--- src/rtl/keypad_scan_4x4.sv ---
`default_nettype none
// ============================================================================
// Module   : keypad_scan_4x4
// Purpose  : Scans a 4x4 active-low matrix keypad one column at a time,
//            debounces press and release, and holds the last accepted key
//            code as a level for the downstream display logic.
// Revision : 1.0 - initial release
// ----------------------------------------------------------------------------
// Ports
//   clk       in   1  system clock
//   rst       in   1  synchronous, active-high reset
//   row       in   4  keypad rows, active low, asynchronous to clk
//   col       out  4  column drive, active low, exactly one bit low
//   key       out  4  last accepted key code = row_index*4 + col_index
//   key_valid out  1  one-cycle pulse when a new key is accepted
//   key_down  out  1  high while the accepted key is held
// ============================================================================
module keypad_scan_4x4 #(
  parameter int SCAN_DIV     = 50000,  // clock cycles per scan tick, >= 2
  parameter int DEBOUNCE_CNT = 20      // qualifying ticks to accept, >= 1
) (
  input  logic       clk,
  input  logic       rst,
  input  logic [3:0] row,
  output logic [3:0] col,
  output logic [3:0] key,
  output logic       key_valid,
  output logic       key_down
);

  localparam int DIV_W = $clog2(SCAN_DIV);
  localparam int CNT_W = $clog2(DEBOUNCE_CNT + 1);

  localparam logic [DIV_W-1:0] c_DIV_LAST = DIV_W'(SCAN_DIV - 1);
  localparam logic [CNT_W-1:0] c_CNT_DONE = CNT_W'(DEBOUNCE_CNT);
  localparam logic [CNT_W-1:0] c_CNT_ONE  = CNT_W'(1);

  localparam logic [1:0] c_ST_SCAN     = 2'd0;
  localparam logic [1:0] c_ST_DEBOUNCE = 2'd1;
  localparam logic [1:0] c_ST_PRESSED  = 2'd2;

  logic [3:0]       r_row_meta;
  logic [3:0]       r_row_s;
  logic [DIV_W-1:0] r_div;
  logic [CNT_W-1:0] r_cnt;
  logic [1:0]       r_state;
  logic [3:0]       r_pat;
  logic [1:0]       r_row_idx;
  logic [3:0]       r_col;
  logic [3:0]       r_key;
  logic             r_key_valid;
  logic             r_key_down;

  logic             w_tick;
  logic             w_rows_idle;
  logic [1:0]       w_row_idx;
  logic [1:0]       w_col_idx;
  logic [CNT_W-1:0] w_cnt_inc;

  assign w_tick      = (r_div == c_DIV_LAST);
  assign w_rows_idle = (r_row_s == 4'b1111);
  // r_cnt never exceeds DEBOUNCE_CNT-1 when incremented, so no wrap.
  assign w_cnt_inc   = r_cnt + 1'b1;

  // Lowest-index low row wins when several keys share the driven column.
  always_comb begin
    w_row_idx = 2'd3;
    if (!r_row_s[0])      w_row_idx = 2'd0;
    else if (!r_row_s[1]) w_row_idx = 2'd1;
    else if (!r_row_s[2]) w_row_idx = 2'd2;
  end

  always_comb begin
    case (r_col)
      4'b1110: w_col_idx = 2'd0;
      4'b1101: w_col_idx = 2'd1;
      4'b1011: w_col_idx = 2'd2;
      default: w_col_idx = 2'd3;
    endcase
  end

  always_ff @(posedge clk) begin
    if (rst) begin
      r_row_meta  <= 4'b1111;
      r_row_s     <= 4'b1111;
      r_div       <= '0;
      r_cnt       <= '0;
      r_state     <= c_ST_SCAN;
      r_pat       <= 4'b1111;
      r_row_idx   <= 2'd0;
      r_col       <= 4'b1110;
      r_key       <= 4'h0;
      r_key_valid <= 1'b0;
      r_key_down  <= 1'b0;
    end else begin
      r_row_meta  <= row;
      r_row_s     <= r_row_meta;
      r_key_valid <= 1'b0;
      r_div       <= w_tick ? '0 : r_div + 1'b1;

      if (w_tick) begin
        case (r_state)
          c_ST_SCAN: begin
            if (w_rows_idle) begin
              r_col <= {r_col[2:0], r_col[3]};
            end else begin
              r_pat     <= r_row_s;
              r_row_idx <= w_row_idx;
              if (c_CNT_ONE == c_CNT_DONE) begin
                // Single-tick debounce: the first sighting is the acceptance.
                r_key       <= {w_row_idx, w_col_idx};
                r_key_valid <= 1'b1;
                r_key_down  <= 1'b1;
                r_cnt       <= '0;
                r_state     <= c_ST_PRESSED;
              end else begin
                r_cnt   <= c_CNT_ONE;
                r_state <= c_ST_DEBOUNCE;
              end
            end
          end

          c_ST_DEBOUNCE: begin
            if (r_row_s == r_pat) begin
              if (w_cnt_inc == c_CNT_DONE) begin
                r_key       <= {r_row_idx, w_col_idx};
                r_key_valid <= 1'b1;
                r_key_down  <= 1'b1;
                r_cnt       <= '0;
                r_state     <= c_ST_PRESSED;
              end else begin
                r_cnt <= w_cnt_inc;
              end
            end else begin
              // Column is kept so the same column is re-examined next tick.
              r_cnt   <= '0;
              r_state <= c_ST_SCAN;
            end
          end

          c_ST_PRESSED: begin
            if (w_rows_idle) begin
              if (w_cnt_inc == c_CNT_DONE) begin
                r_key_down <= 1'b0;
                r_cnt      <= '0;
                r_col      <= {r_col[2:0], r_col[3]};
                r_state    <= c_ST_SCAN;
              end else begin
                r_cnt <= w_cnt_inc;
              end
            end else begin
              r_cnt <= '0;
            end
          end

          default: begin
            r_cnt   <= '0;
            r_state <= c_ST_SCAN;
          end
        endcase
      end
    end
  end

  assign col       = r_col;
  assign key       = r_key;
  assign key_valid = r_key_valid;
  assign key_down  = r_key_down;

endmodule
`default_nettype wire

--- config.mk ---
export PLATFORM = sky130hd
export DESIGN_NAME = keypad_scan_4x4
export DESIGN_NICKNAME = d
export VERILOG_FILES = /design/src/rtl/keypad_scan_4x4.sv
export SDC_FILE = /design/constraint.sdc
export NUM_CORES = 1
export LEC_CHECK = 0
export ABC_AREA = 0
export CAP_MARGIN = 5
export CELL_PAD_IN_SITES_DETAIL_PLACEMENT = 0
export CELL_PAD_IN_SITES_GLOBAL_PLACEMENT = 1
export CORE_ASPECT_RATIO = 1.1
export CORE_MARGIN = 2
export CORE_UTILIZATION = 47
export CTS_CLUSTER_DIAMETER = 80
export DETAILED_ROUTE_END_ITERATION = 7
export HOLD_SLACK_MARGIN = 0.15
export PLACE_DENSITY_LB_ADDON = 0.1
export SYNTH_ARGS = -nofsm -noshare
export SYNTH_HDL_FRONTEND = slang
export SYNTH_SLANG_ARGS = --single-unit
export TNS_END_PERCENT = 5
--- constraint.sdc ---
create_clock -name clk -period 4.5 [get_ports clk]
set_clock_uncertainty 0.2 [all_clocks]
set_input_delay 0.9 -clock clk [delete_from_list [all_inputs] [get_ports clk]]
set_output_delay 0.9 -clock clk [all_outputs]
set_load 0.05 [all_outputs]
==> key figures, run 1 <==
Status
  – Status: finished, final reports clean

Timing
  – Final setup TNS: 0 ns
  – Fin. Hold Viols: 0
  – Final Critical Period: 2.66 ns
  – Endpoints failing setup: 0
  – Worst slew margin: 58.4%
  – Worst slew pin tran: 0.619 ns
  – FMAX: 375 MHz
  – RSZ-0062 raised after global routing: false
  – Slew Viols, Final: 0
  – WHS: 0.213 ns
  – Final period utilization: 59.2%

Placement
  – Post-DP HPWL: 2730 um
  – Placed instance area: 2230 um2
  – GPL Wtd Cong: 0.736
  – Port Buf Inserts: 15

Route
  – 1st-pass router iterations: 4
  – Drt wl/cell: 13.0 um
  – Detail Route met2 WL: 2010 um
  – Total Wirelength: 3800 um
  – Via/cell ratio: 5.52
  – Met1 Wirelength: 1610 um
  – ANT nets after route: 0
  – Drt first-iter violations: 134
  – Highest metal used: met4
  – Via count: 1612
  – Met3 WL: 130 um
  – Remaining DRCs: 0

Synth
  – Post-synthesis xor/xnor area fraction: 6.84%
  – Post-Syn Area per Cell: 9.27 um2
  – Synth unique cells: 38
  – Mapped Area: 2050 um2
  – Post-Synth Adder-Cell Area: 1.22%
  – Simple-gate share of the synthesized area: 30.2%
  – Syn Nets: 229
  – Syn Inst Count: 221
  – Post-synthesis mux area share: 1.47%
  – Syn. warnings: 0
  – Largest family of logic cells by synthesized area: simple AND/OR/NAND/NOR gates
  – Seq cells post-synth: 47
  – Synth Area in Compound Gates: 11.2%
  – Register area share after synthesis: 45.9%

CTS
  – Root Buffer: clkbuf_8
  – CTS Buf Count: 5
  – Post-CTS resize count: 0
  – CTS tree: yes
  – Clock insertion delay at the later pin of the skew report: 0.29 ns
  – Post-CTS Setup Repair Bufs: 0
  – H-tree depth: 2
  – Clock Path Buffers: 2
  – Hold_buf cts: 0
  – CTS sink count: 47
  – Worst-path clk slew: 0.08 ns

Flow run
  – Max-Cap Viols: 0

Worst setup path
  – WP data arrival: 1.56 ns
  – Slowest stage delay, CP: 0.84 ns
  – Worst path slowest cell: clkdlybuf4s50_1
  – Setup CP Type: reg2out
  – Buf/Inv on CP: 1
  – CP Capture Type: output port
  – Setup crit start kind: flop
  – Worst path top cell family by delay: buffers and inverters
  – CP cell instances: clkdlybuf4s50_1
  – Worst EP required: 3.40 ns
  – Max Fanout on Critical Path: 5

Power and ir drop
  – Sequential Power Share: 52.4%
  – Pint: 0.655 mW
  – Sw frac: 19.4%
  – Sw power: 0.157 mW
  – Lkg Pwr: 0.837 nW
  – Comb pwr share: 3.4%
  – Power density cells: 343 nW/um2
  – Peak VDD IR: 271 uV
  – Clock Power Share: 44.2%

Floorplan
  – Num rows: 25
  – Initial Utilization: 48.1%
  – Die Span X: 66.9 um
  – I/O pins: 16
  – Full die area: 4900 um2
  – Die H: 73.2 um
  – Core area: 4250 um2

GRT
  – Largest net degree at the start of global routing: 35
  – Gr usage total: 17.7%
  – Number of global-route vias before repair: 1530
  – Initial antenna violation count: 0
  – First-pass GRT wire length: 6610 um
  – GRT overflow: 0

Finish
  – Layout cell share with drive strength beyond 1: 10.1%
  – Layout net count: 245
  – Number of fillers in the final layout: 411
  – Area Overhead vs Synth: 15.8%
  – Ant. Diodes: 0
  – Fin area: 2370 um2

Hold path
  – Worst hold-check path type: reg2reg
-- metal layers --
metal	up-vias	track usage, %
met5	-	0
met2	32	32.2
met4	0	6.12
met3	5	4.63
li1	807	-
met1	768	19.8
-- Yosys cell counts --
cell type,count,area [um2]
a211oi_1,2,15.0
nor3_1,5,25.0
dfxtp_1,47,941
nor2_1,31,116
o22ai_1,1,6.26
inv_1,7,26.3
xnor2_1,9,78.8
and4_1,2,17.5
nand4_1,8,50.1
nor3b_1,2,15.0
nand4b_4,1,23.8
or3_1,5,31.3
buf_2,1,5.00
mux2i_1,3,30.0
nand2_1,7,26.3
a221oi_1,1,8.76
nand2b_1,6,37.5
a211o_1,8,70.1
nor4_4,2,42.5
a21oi_1,12,60.1
o21ai_0,9,45.0
buf_4,1,7.51
nor2b_1,5,31.3
a41oi_1,1,8.76
nand3_1,12,60.1
nor4b_4,1,23.8
and4bb_2,2,25.0
clkbuf_1,4,15.0
and3_1,2,12.5
a311oi_1,1,8.76
nor4bb_1,1,10.0
nand3b_1,1,7.51
ha_1,2,25.0
a31oi_1,1,6.26
or2_2,9,56.3
xor2_1,7,61.3
buf_6,1,11.3
and2_1,1,6.26
-- logic make-up (layout without fill, tap and decap cells) --
family                     after synthesis  in the layout
DFF                                     47             47
adders and majority gates                2              2
muxes                                    3              3
and+or+nand+nor                        103            103
buffers and inverters                   14             31
xor gates and xnor gates                16             16
AOI/OAI and AO/OA                       36             36
-- worst paths after layout --
check	slack [ns]	endpoint	depth (start not counted)	startpoint
max	1.84	col[0]	1	col[0]
min	0.21	r_row_s[1]	1	r_row_meta[1]
max reg2reg	2.13	r_pat[3]	6	r_div[0]
min reg2reg	0.21	r_row_s[1]	1	r_row_meta[1]
-- area by class of cell --
cell class	instances	area (um2)	share of cell area, %
clock buffer	5	68.8	2.90
clock inverter	3	67.6	2.85
inverter	7	26.3	1.11
multi-input combinational	160	1040	44.0
sequential	47	941	39.7
tap	54	67.6	2.85
timing repair buffer	16	158	6.65
-- stage by stage --
stage                     cells  util (%)  worst slack (ns)  power [mW]
after floorplan             221         -              2.51       0.453
after CTS                   292      55.7              1.82       0.822
after global placement      284      52.5              1.91       0.462
final                       292      55.7              1.84       0.812
after detailed placement    284      52.5              1.84       0.463
after global routing        292      55.7              1.77       0.847
-- power by group through the flow --
stage / sequential (mW) / combinational (mW) / clock [mW]
after floorplan: 0.434 / 0.0188 / 0
after global placement: 0.435 / 0.0270 / 0
after detailed placement: 0.435 / 0.0283 / 0
after CTS: 0.425 / 0.0285 / 0.369
after global routing: 0.426 / 0.0313 / 0.390
final: 0.425 / 0.0280 / 0.359
-- placed cells by master, fill, tap and decap left out, drive strengths merged, types with 6 or more instances in the layout --
cell / n
nand2: 7
nand2b: 6
nand4: 8
clkdlybuf4s50: 15
xnor2: 9
or2: 9
dfxtp: 47
inv: 7
a211o: 8
o21ai: 9
xor2: 7
nand3: 12
nor2: 31
a21oi: 12
-- registers in the layout, summed over array words and instances (netlist names) --
signal / cells
key_down: 1
r_state: 2
key_valid: 1
r_cnt: 5
col: 4
r_row_idx: 2
r_pat: 4
r_row_s: 4
r_div: 16
key: 4
r_row_meta: 4
Note: power is estimated with default switching activity, not from simulation.
==> run 2: changes to the inputs <==
CORE_UTILIZATION = 44   (was 47)
clock period = 2.7 ns   (was 4.5 ns; I/O delays follow)
==> key figures, run 2 (synthesized netlist as in run 1, its figures left out) <==
Status
  – Status: finished, final reports clean

Timing
  – Worst slew pin tran: 0.592 ns (-0.0272 ns)
  – PnR worst setup slack: 0.380 ns (-1.46 ns)
  – Fin. Hold Viols: 0 (unchanged)
  – Worst slew margin: 60.3% (+1.8 points)
  – RSZ-0062 raised after global routing: false
  – FMAX: 431 MHz
  – Slew Viols, Final: 0 (unchanged)
  – Final setup TNS: 0 ns (unchanged)
  – Endpoints failing setup: 0 (unchanged)
  – Final period utilization: 85.9%
  – Final Critical Period: 2.32 ns

Power and ir drop
  – Sequential Power Share: 56.5% (+4.1 points)
  – Clock Power Share: 39.8% (-4.4 points)
  – Sw frac: 20.8% (+1.4 points)
  – Sw power: 0.261 mW (+66%)
  – Peak VDD IR: 329 uV (+21%)
  – Pint: 0.993 mW (+52%)
  – Lkg Pwr: 0.823 nW (-1.7%)
  – Power density cells: 535 nW/um2 (+56%)
  – Comb pwr share: 3.7% (+0.3 points)

Floorplan
  – Die Span X: 69.1 um (+3.2%)
  – Initial Utilization: 45.0% (-3.2 points)
  – Full die area: 5220 um2 (+6.4%)
  – I/O pins: 16 (unchanged)
  – Die H: 75.6 um (+3.2%)
  – Num rows: 26 (+4.0%)
  – Core area: 4550 um2 (+7.1%)

Worst setup path
  – Worst EP required: 1.96 ns (-1.44 ns)
  – Max Fanout on Critical Path: 5 (unchanged)
  – R2r endpoint: r_pat[2]
  – R2R Setup Slk: 0.41 ns (-1.72 ns)
  – Setup CP Type: reg2out
  – Buf/Inv on CP: 1 (unchanged)
  – WP data arrival: 1.58 ns (+0.02 ns)
  – Critical path origin: col[0]
  – Worst path top cell family by delay: buffers and inverters
  – CP cell instances: clkdlybuf4s50_1
  – CP Capture Type: output port
  – Worst path slowest cell: clkdlybuf4s50_1
  – R2r startpoint: r_div[0]
  – Setup crit start kind: flop
  – Slowest stage delay, CP: 0.84 ns (about the same)
  – R2R depth: 6 (unchanged)

Route
  – Drt wl/cell: 12.8 um (-1.5%)
  – Remaining DRCs: 0 (unchanged)
  – Via count: 1564 (-3.0%)
  – 1st-pass router iterations: 5 (+1)
  – Via/cell ratio: 5.34 (-3.3%)
  – Total Wirelength: 3760 um (-1.1%)
  – Drt first-iter violations: 96 (-28%)
  – ANT nets after route: 0 (unchanged)

GRT
  – Initial antenna violation count: 0 (unchanged)
  – Gr usage total: 15.5% (-2.2 points)
  – GRT overflow: 0 (unchanged)
  – Number of global-route vias before repair: 1459 (-4.6%)
  – First-pass GRT wire length: 6500 um (-1.7%)
  – Largest net degree at the start of global routing: 34 (-2.9%)

Flow run
  – Max-Cap Viols: 0 (unchanged)

CTS
  – Hold_buf cts: 0 (unchanged)
  – CTS tree: yes
  – Root Buffer: clkbuf_8
  – Worst-path clk slew: 0.09 ns (about the same)
  – H-tree depth: 2 (unchanged)
  – Clock insertion delay at the later pin of the skew report: 0.30 ns (about the same)
  – Clock Path Buffers: 2 (unchanged)
  – CTS Buf Count: 5 (unchanged)
  – Post-CTS resize count: 0 (unchanged)
  – Post-CTS Setup Repair Bufs: 0 (unchanged)
  – CTS sink count: 47 (unchanged)

Finish
  – Layout cell share with drive strength beyond 1: 9.70% (-0.38 points)
  – Largest register FFs: 16 (unchanged)
  – Most flops, register: r_div
  – Largest registers: r_div: 16 flops, r_cnt: 5 flops
  – Area Overhead vs Synth: 14.4%
  – Most common cell after layout, fill and taps aside: dfxtp_1
  – Most frequent cells in the layout: dfxtp_1, nor2_1, clkdlybuf4s50_1
  – Layout net count: 245 (unchanged)
  – Ant. Diodes: 0 (unchanged)

Placement
  – Dpl ws: 0.406 ns (-1.43 ns)
  – Post-DP HPWL: 2620 um (-3.8%)
  – Port Buf Inserts: 15 (unchanged)
  – GPL Wtd Cong: 0.760 (+3.3%)

Hold path
  – Worst hold-check path type: reg2reg
  – Min-Delay Endpoint: r_row_s[2]
  – Hold Path Cell Cnt: 1 (unchanged)
  – Worst hold path startpoint: r_row_meta[2]
run 2: layout make-up:
cell class / instances / area (um2)
Fill cell: 437 / 2210
Clock buffer: 5 / 68.8
Multi-Input combinational cell: 160 / 1040
Tap cell: 56 / 70.1
Sequential cell: 47 / 941
Clock inverter: 2 / 37.5
Inverter: 7 / 26.3
Timing Repair Buffer: 16 / 158
run 2: routing by layer:
metal  track usage (%)  part of all wire [%]  vias up
met5                 0                     0        -
met4              5.88                   1.2        0
met3              4.23                   4.1        6
met2              27.2                    48       28
met1              18.5                    47      727
li1                  -                     -      803
run 2: power by group through the flow:
| stage | Sequential (mW) | Clock [mW] | Combinational (mW) |
|---|---|---|---|
| after floorplan | 0.723 | 0 | 0.0314 |
| after global placement | 0.725 | 0 | 0.0459 |
| after detailed placement | 0.725 | 0 | 0.0470 |
| after CTS | 0.708 | 0.516 | 0.0472 |
| after global routing | 0.710 | 0.548 | 0.0520 |
| final | 0.708 | 0.499 | 0.0465 |
run 2: stage by stage:
step / power [mW] / area, um2 / instances / util [%] / hold slack (ns)
floorplan: 0.755 / 2050 / 221 / - / 0.189
global placement: 0.770 / 2240 / 286 / 49.1 / 0.193
detailed placement: 0.772 / 2240 / 286 / 49.1 / 0.194
CTS: 1.27 / 2340 / 293 / 51.5 / 0.214
global route: 1.31 / 2340 / 293 / 51.5 / 0.225
finish: 1.25 / 2340 / 293 / 51.5 / 0.211
run 2: worst max path at each step:
stage                to  slack, ns  cells after the start
3_3_place_gp   r_pat[3]       0.52                      6
6_report         col[0]       0.38                      1
4_1_cts          col[0]       0.37                      1
2_1_floorplan  r_pat[2]       0.71                      7
3_5_place_dp   r_pat[2]       0.41                      6
5_1_grt        r_pat[1]       0.19                      6
